File: config.mk
export PLATFORM = sky130hd
export DESIGN_NAME = lut_eval_bank
export DESIGN_NICKNAME = d
export VERILOG_FILES = /design/src/rtl/lut_eval_pkg.sv /design/src/rtl/lut_eval_bank_chan.sv /design/src/rtl/lut_eval_bank.sv
export SDC_FILE = /design/constraint.sdc
export NUM_CORES = 1
export LEC_CHECK = 0
export CORE_MARGIN = 3
export CORE_UTILIZATION = 56
export CTS_CLUSTER_DIAMETER = 60
export DETAILED_ROUTE_END_ITERATION = 12
export GPL_ROUTABILITY_DRIVEN = 0
export PLACE_DENSITY_LB_ADDON = 0.15
export SYNTH_ARGS = -nofsm -noshare
export SYNTH_HDL_FRONTEND = slang
export SYNTH_SLANG_ARGS = --single-unit
File: constraint.sdc
create_clock -name clk -period 2.65 [get_ports clk]
set_input_delay 0.53 -clock clk [delete_from_list [all_inputs] [get_ports clk]]
set_output_delay 0.53 -clock clk [all_outputs]
set_load 0.02 [all_outputs]
File: src/rtl/lut_eval_pkg.sv
`default_nettype none
// ============================================================================
//  Module      : lut_eval_pkg
//  Description : Shared sweep-FSM state encoding and sizing helpers for the
//                programmable truth-table evaluator bank.
//  Revision    : 1.0 - initial release
// ============================================================================
package lut_eval_pkg;

  typedef logic [1:0] state_t;

  localparam logic [1:0] IDLE  = 2'd0;
  localparam logic [1:0] SWEEP = 2'd1;
  localparam logic [1:0] DONE  = 2'd2;

  // Number of truth-table entries for an n-input function.
  function automatic int DEPTH(input int n);
    return 1 << n;
  endfunction

  // Minterm counter width: one extra bit so an all-ones table fits.
  function automatic int CNT_W(input int n);
    return n + 1;
  endfunction

endpackage
`default_nettype wire

File: src/rtl/lut_eval_bank_chan.sv
`default_nettype none
// ============================================================================
//  Module      : lut_chan
//  Description : One channel: truth-table flops, write port, combinational
//                read mux and the minterm popcount accumulator.
//  Revision    : 1.0 - initial release
// ============================================================================
module lut_chan
  import lut_eval_pkg::*;
#(
  parameter int N_IN = 4
) (
  input  logic                     clk,
  input  logic                     rst,
  input  logic                     wr_en,
  input  logic [N_IN-1:0]          wr_addr,
  input  logic                     wr_data,
  input  logic [N_IN-1:0]          rd_addr,
  output logic                     rd_data,
  input  logic [N_IN-1:0]          sweep_idx,
  input  logic                     cnt_clr,
  input  logic                     cnt_en,
  output logic [CNT_W(N_IN)-1:0]   cnt
);

  localparam int TBL_D = DEPTH(N_IN);
  localparam int CW    = CNT_W(N_IN);

  logic [TBL_D-1:0] tbl_q, tbl_d;
  logic [CW-1:0]    cnt_q, cnt_d;

  // Next table contents: a single qualified bit write per cycle.
  always_comb begin
    tbl_d = tbl_q;
    if (wr_en) tbl_d[wr_addr] = wr_data;
  end

  // Next count: clear on sweep start, accumulate the indexed bit while sweeping.
  always_comb begin
    cnt_d = cnt_q;
    if (cnt_clr)     cnt_d = '0;
    else if (cnt_en) cnt_d = cnt_q + CW'(tbl_q[sweep_idx]);
  end

  // Table and counter state; reset clears every entry and the count.
  always_ff @(posedge clk or posedge rst) begin
    if (rst) begin
      tbl_q <= '0;
      cnt_q <= '0;
    end else begin
      tbl_q <= tbl_d;
      cnt_q <= cnt_d;
    end
  end

  // Reads see the pre-edge table, so a same-edge write is not yet visible.
  assign rd_data = tbl_q[rd_addr];
  assign cnt     = cnt_q;

endmodule
`default_nettype wire

File: src/rtl/lut_eval_bank.sv
`default_nettype none
// ============================================================================
//  Module      : lut_eval_bank
//  Description : Multi-channel programmable boolean evaluator with registered
//                evaluation and a minterm-counting sweep engine.
//  Revision    : 1.0 - initial release
// ============================================================================
module lut_eval_bank
  import lut_eval_pkg::*;
#(
  parameter  int N_IN = 4,
  parameter  int N_CH = 2,
  localparam int CH_W = (N_CH > 1) ? $clog2(N_CH) : 1,
  localparam int CW   = N_IN + 1
) (
  input  logic                 clk,
  input  logic                 rst,
  input  logic                 cfg_we,
  input  logic [CH_W-1:0]      cfg_ch,
  input  logic [N_IN-1:0]      cfg_addr,
  input  logic                 cfg_data,
  output logic                 cfg_err,
  input  logic                 in_valid,
  input  logic [N_IN-1:0]      in_vec,
  output logic                 out_valid,
  output logic [N_CH-1:0]      out_vec,
  input  logic                 start,
  output logic                 busy,
  output logic                 done,
  output logic [N_CH*CW-1:0]   cnt_flat
);

  state_t            state_q, state_d;
  logic [N_IN-1:0]   idx_q, idx_d;
  logic              cfg_err_q, cfg_err_d;
  logic              out_valid_q, out_valid_d;
  logic [N_CH-1:0]   out_vec_q, out_vec_d;

  logic              w_ch_ok;
  logic              w_wr_ok;
  logic              w_cnt_clr;
  logic              w_cnt_en;
  logic [N_CH-1:0]   w_rd_vec;

  // Writes land only in IDLE and only to an existing channel.
  assign w_ch_ok = (32'(cfg_ch) < 32'(N_CH));
  assign w_wr_ok = cfg_we && (state_q == IDLE) && w_ch_ok;

  generate
    for (genvar c = 0; c < N_CH; c++) begin : g_chan
      logic [CW-1:0] w_cnt;

      lut_chan #(
        .N_IN (N_IN)
      ) u_chan (
        .clk       (clk),
        .rst       (rst),
        .wr_en     (w_wr_ok && (cfg_ch == CH_W'(c))),
        .wr_addr   (cfg_addr),
        .wr_data   (cfg_data),
        .rd_addr   (in_vec),
        .rd_data   (w_rd_vec[c]),
        .sweep_idx (idx_q),
        .cnt_clr   (w_cnt_clr),
        .cnt_en    (w_cnt_en),
        .cnt       (w_cnt)
      );

      assign cnt_flat[c*CW +: CW] = w_cnt;
    end
  endgenerate

  // Sweep sequencing: IDLE -> SWEEP (one entry per cycle) -> DONE -> IDLE.
  always_comb begin
    state_d   = state_q;
    idx_d     = idx_q;
    w_cnt_clr = 1'b0;
    w_cnt_en  = 1'b0;
    case (state_q)
      IDLE: begin
        if (start) begin
          state_d   = SWEEP;
          idx_d     = '0;
          w_cnt_clr = 1'b1;
        end
      end
      SWEEP: begin
        w_cnt_en = 1'b1;
        idx_d    = idx_q + 1'b1;   // wraps to 0 on the last entry
        if (idx_q == '1) state_d = DONE;
      end
      DONE:    state_d = IDLE;
      default: state_d = IDLE;
    endcase
  end

  // Error pulse and registered evaluation result; out_vec holds when idle.
  always_comb begin
    cfg_err_d   = cfg_we && !w_wr_ok;
    out_valid_d = in_valid;
    out_vec_d   = in_valid ? w_rd_vec : out_vec_q;
  end

  // Control and output registers.
  always_ff @(posedge clk or posedge rst) begin
    if (rst) begin
      state_q     <= IDLE;
      idx_q       <= '0;
      cfg_err_q   <= 1'b0;
      out_valid_q <= 1'b0;
      out_vec_q   <= '0;
    end else begin
      state_q     <= state_d;
      idx_q       <= idx_d;
      cfg_err_q   <= cfg_err_d;
      out_valid_q <= out_valid_d;
      out_vec_q   <= out_vec_d;
    end
  end

  assign busy      = (state_q == SWEEP);
  assign done      = (state_q == DONE);
  assign cfg_err   = cfg_err_q;
  assign out_valid = out_valid_q;
  assign out_vec   = out_vec_q;

endmodule
`default_nettype wire

Word-level counts from Yosys, hierarchy flattened
Cells that the tools add are included.
- register bits after elaboration: 52
- output and inout bits: 16
- logic and storage cells: 57
- add/sub/neg operators: 3
- order comparisons: 4
- equal/unequal tests: 5
- multiplexer cells: 24
- bitwise logic cells: 1
- reductions and logical operators: 11
- operators with widths (cell ; count):
    $bwmux W16 ; 2
    $mux W5 ; 4
    $bmux W1 S4 ; 4
    $lt A4 B5 Y1 const B ; 3
    $add A5 B1 Y5 ; 2
    $mux W1 ; 8
    $pmux W4 S2 ; 1
    $logic_and A1 B1 Y1 ; 5
    $add A4 B1 Y4 const B ; 1
    $demux W1 S4 ; 1
    $eq A4 B4 Y1 const B ; 1
    $ge A4 B1 Y1 const B ; 1
    $mux W2 ; 2
    $mux W4 ; 1
    $pmux W2 S2 ; 1
    $reduce_and A2 Y1 ; 2
    $reduce_bool A2 Y1 ; 2
    $eq A2 B1 Y1 const B ; 1
    $eq A2 B2 Y1 const B ; 1
    $logic_not A2 Y1 ; 1
    $ne A2 B1 Y1 const B ; 1
    $ne A2 B2 Y1 const B ; 1
    $logic_not A1 Y1 ; 1
    $not A1 Y1 ; 1

Depth between registers and ports, before layout
- depth in word-level cells: 5
- mapped depth: 8

By module
A second synthesis with hierarchy kept.
- cells, all modules: 229
- area, all modules: 2897.8 sq um
- modules (own cells, without submodules) (module ; instances ; cells an instance ; area an instance (sq um)):
    lut_chan ; 2 ; 94 ; 1224.9
    lut_eval_bank ; 1 ; 41 ; 447.9

Least setup slack after synthesis
No wires, ideal clock.
- kind: register to register
- start point: reg idx_q[0]
- end point: reg g_chan[0].u_chan.cnt_q[4]
- library setup time: 0.083 ns
- arrival: 2.247 ns
- path slack: 0.320 ns
- stages on the path, launching flop included: 9
- cell sequence: dfrtp_1 buf_2 mux4_2 mux4_2 ha_1 ha_1 nand4_1 nand3_1 o21ai_0
- longest elaborated chain between the ends: 5
- ends and longest elaborated chain (item ; line ; text):
    from (decl) ; lut_eval_bank.sv:34 ; logic [N_IN-1:0] idx_q, idx_d;
    from (signal assigned) ; lut_eval_bank.sv:114 ; idx_q <= idx_d;
    $bmux W1 S4 ; lut_eval_bank_chan.sv:42 ; else if (cnt_en) cnt_d = cnt_q + CW'(tbl_q[sweep_idx]);
    $mux W1 (not written as such) ; lut_eval_bank_chan.sv:42 ;
    $add A5 B1 Y5 ; lut_eval_bank_chan.sv:42 ;
    $mux W5 ; lut_eval_bank_chan.sv:42 ;
    $mux W5 ; lut_eval_bank_chan.sv:41 ; if (cnt_clr) cnt_d = '0;
    to (signal assigned) ; lut_eval_bank_chan.sv:52 ; cnt_q <= cnt_d;
    to (decl) ; lut_eval_bank_chan.sv:30 ; logic [CW-1:0] cnt_q, cnt_d;
Every way passes these cells. The select of a mux whose other input is x is not followed.
A chain may end at the register's enable or synchronous reset.

Worst setup path in the final report
- start point: reg idx_q[0]
- end point: reg g_chan[1].u_chan.cnt_q[4]
- longest elaborated chain between the ends: 5
- ends and longest elaborated chain (item ; line):
    $bmux W1 S4 ; lut_eval_bank_chan.sv:42
    $mux W1 (not written as such) ; lut_eval_bank_chan.sv:42
    $add A5 B1 Y5 ; lut_eval_bank_chan.sv:42
    $mux W5 ; lut_eval_bank_chan.sv:42
    $mux W5 ; lut_eval_bank_chan.sv:41
    to (signal assigned) ; lut_eval_bank_chan.sv:52
    to (decl) ; lut_eval_bank_chan.sv:30
Every way passes these cells. The select of a mux whose other input is x is not followed.

==> results_dict.tcl <==
set metrics [dict create \
    syn_area_mm2 0.002789 \
    synth_area_leaders "dfrtp_1 47%, mux4_2 15%, mux2_2 14%, nand2_1 4.6%, nand3_1 2.5%" \
    crit_fanout 12 \
    max-cap-violations 0 \
    fillers 366 \
    ys_seq_area_frac 0.4666 \
    vias 1965 \
    p_total_uw 2416 \
    synth_top_area_cell "dfrtp_1" \
    drtPass1Iterations 4 \
    seqCellArea_mm2 0.001301 \
    synth_xor_area_frac 0.003140 \
    critPathTopFamily "multiplexers" \
    tightest_slew_ns 0.5485 \
    clk_latency_ns 0.31 \
    fmax_ghz 0.4237 \
    period_share 0.8906 \
    critPathKind "register to register" \
    skew_ns 0.007089 \
    outcome "completed" \
    period_needed_ns 2.360 \
    cts_tree "done" \
    worstPathBufferInverterCount 1 \
    worstPathArrival_ns 2.58 \
    start_kind "register" \
    drt_iter0_markers 116 \
    viasPerCell 5.796 \
    yosys.area_share.simple 0.1570 \
    path_cells "buf_4 -> mux4_2 -> mux4_2 -> ha_1 -> ha_1 -> nand4_1 -> nand3_1 -> o21ai_0" \
    area_growth_syn_to_layout_pct 19.34 \
    synth_area_per_cell_um2 11.97 \
    antennaDiodeCount 0 \
    wl_mm 5.900 \
    rows 25 \
    multi_input_area_mm2 0.001420 \
    numCtsBuffers 5 \
    synth_cell_types 27 \
    setup_tns_ns 0 \
    rsz0062_at_grt "false" \
    fp.dieW_um 76.57 \
    grt.overflow.total 0 \
    synth_top_area_share 0.4666 \
    holdPathStages 1 \
    power.leakage_uw 0.001470 \
    cts_max_level 2 \
    grt_pass1_wl_mm 10.27 \
    crit_path_top_delay_cell "mux4_2" \
    critical_path.max_stage_delay_ns 0.54 \
    syn_inst 233 \
    grtUsageTotal 0.2245 \
    hold_path_class "register to register" \
    synthAdderAreaFrac 0.02243 \
    peakVddDrop_mv 0.4155 \
    clock-sinks 52 \
    drive_gt1_frac 0.2904 \
    powerDensity_mw_per_mm2 725.9 \
    slew_headroom 0.6315 \
    hpwl_mm 4.273 \
    antenna_found_initial 0 \
    drc_errors 0 \
    syn-num-nets 253 \
    synth_top_family_by_area "multiplexers" \
    holdBufCountCts 0 \
    die_area_mm2 0.005863 \
    rr_worst_depth 8 \
    ctsResizeCount 0 \
    maxSlewViolCount 0 \
    wire_per_inst_um 17.40 \
    io_buffers 30 \
    cts_buffer_depth 2 \
    die_height_um 76.57 \
    crit_path_end_kind "register" \
    ios 31 \
    clk_pin_slew_worst_paths_ns 0.09 \
    cp_num_cells 8 \
    grt_max_degree 53 \
    finalNetCount 291 \
    cts_root_buf "clkbuf_8" \
    critPathRequiredTime_ns 2.87 \
    synth_compound_area_frac 0.02243 \
    grt_pass1_vias 2088 \
    synth.area.mux_share 0.3042 \
    fin_util 0.7000 \
    ant_nets 0 \
    ys_seq_elements 52 \
    post-cts-setup-buffer-count 0 \
    setup_viol 0 \
    finalHoldViolations 0 \
    start_util 0.5866 \
    ys_warn_count 0 \
    core_mm2 0.004755 \
]
## worst reg2reg max path, stage by stage (launching register included)
cell and delay (ns):
dfrtp_1 0.33, buf_4 0.22, mux4_2 0.54, mux4_2 0.48, ha_1 0.21, ha_1 0.21
nand4_1 0.12, nand3_1 0.08, o21ai_0 0.08
## registers in the layout (all words and copies together), names as in the netlist
signal	count
g_chan.u_chan.tbl_q	32
g_chan.u_chan.cnt	10
idx_q	4
out_vec	2
state_q	2
cfg_err	1
out_valid	1
## power breakdown
| group | total [µW] | internal, µW | leakage [µW] | switching (µW) |
|---|---|---|---|---|
| Combinational | 831 | 451 | 0.000728 | 379 |
| Sequential | 1120 | 953 | 0.000697 | 164 |
| Clock | 468 | 214 | 0.0000455 | 254 |
## final cells by class
| class | instances | share of cell area |
|---|---|---|
| Timing Repair Buffer | 45 | 0.1278 |
| Tap cell | 67 | 0.02519 |
| Multi-Input combinational cell | 165 | 0.4267 |
| Clock buffer | 8 | 0.02707 |
| Inverter | 2 | 0.002256 |
| Sequential cell | 52 | 0.3910 |
## metal layers
metal / global-route usage / routed length, µm
met3: 0.04137 / 233
met4: 0.07609 / 73
met2: 0.3717 / 2941
met5: 0 / 0
met1: 0.2994 / 2652
## cells in the mapped netlist, drive strengths merged
cell,instances
nand4bb,1
ha,5
mux2,34
mux4,18
clkbuf,7
or3b,1
and3,1
or2,2
nand2,34
mux2i,6
nor3,6
or4b,1
buf,7
xnor2,1
inv,2
nor2,13
and2,3
dfrtp,52
o21a,1
nand2b,5
o21ai,11
nor2b,3
nand3,14
nand4,5
## final timing paths
| path | slack (ns) | from | to |
|---|---|---|---|
| worst min-delay path | 0.48 | g_chan[0].u_chan.cnt[4] | g_chan[0].u_chan.cnt[4] |
| worst max-delay path | 0.29 | idx_q[0] | g_chan[1].u_chan.cnt[4] |
| max in group asynchronous | 1.83 | rst | g_chan[0].u_chan.tbl_q[8] |
| min in group asynchronous | 0.55 | rst | g_chan[0].u_chan.tbl_q[2] |
| worst max register to register | 0.29 | idx_q[0] | g_chan[1].u_chan.cnt[4] |
| worst min register to register | 0.48 | g_chan[0].u_chan.cnt[4] | g_chan[0].u_chan.cnt[4] |
## cells by family after synthesis
logic type	after synthesis
AOI/OAI and AO/OA	12
xor gates and xnor gates	1
adders and majority gates	5
buffers and inverters	16
DFF	52
muxes	58
and+or+nand+nor	89
## placed cells by master (no fill, tap or decap), types with 2 or more instances in the layout
| cell type | count |
|---|---|
| dfrtp_1 | 52 |
| nand2_1 | 34 |
| mux2_2 | 34 |
| clkdlybuf4s50_1 | 30 |
| mux4_2 | 18 |
| nand3_1 | 14 |
| buf_4 | 14 |
| nor2_1 | 13 |
| o21ai_0 | 11 |
| mux2i_1 | 6 |
| clkbuf_8 | 6 |
| nand2b_1 | 5 |
| nand4_1 | 5 |
| ha_1 | 5 |
| nor3_1 | 4 |
| and2_1 | 3 |
| nor2b_1 | 3 |
| nor3_2 | 2 |
| clkbuf_1 | 2 |
## through the flow
stage / hold WS [ns] / worst slack, ns / cells / area, µm²
finish: 0.4842 / 0.2899 / 339 / 3328
global route: 0.5303 / 0.1332 / 339 / 3328
CTS: 0.4932 / 0.2625 / 339 / 3328
detailed placement: 0.4775 / 0.1620 / 331 / 3238
global placement: 0.4764 / 0.2045 / 331 / 3238
floorplan: 0.4910 / 0.3205 / 233 / 2789
No activity file was read; power rests on OpenSTA's default activity.
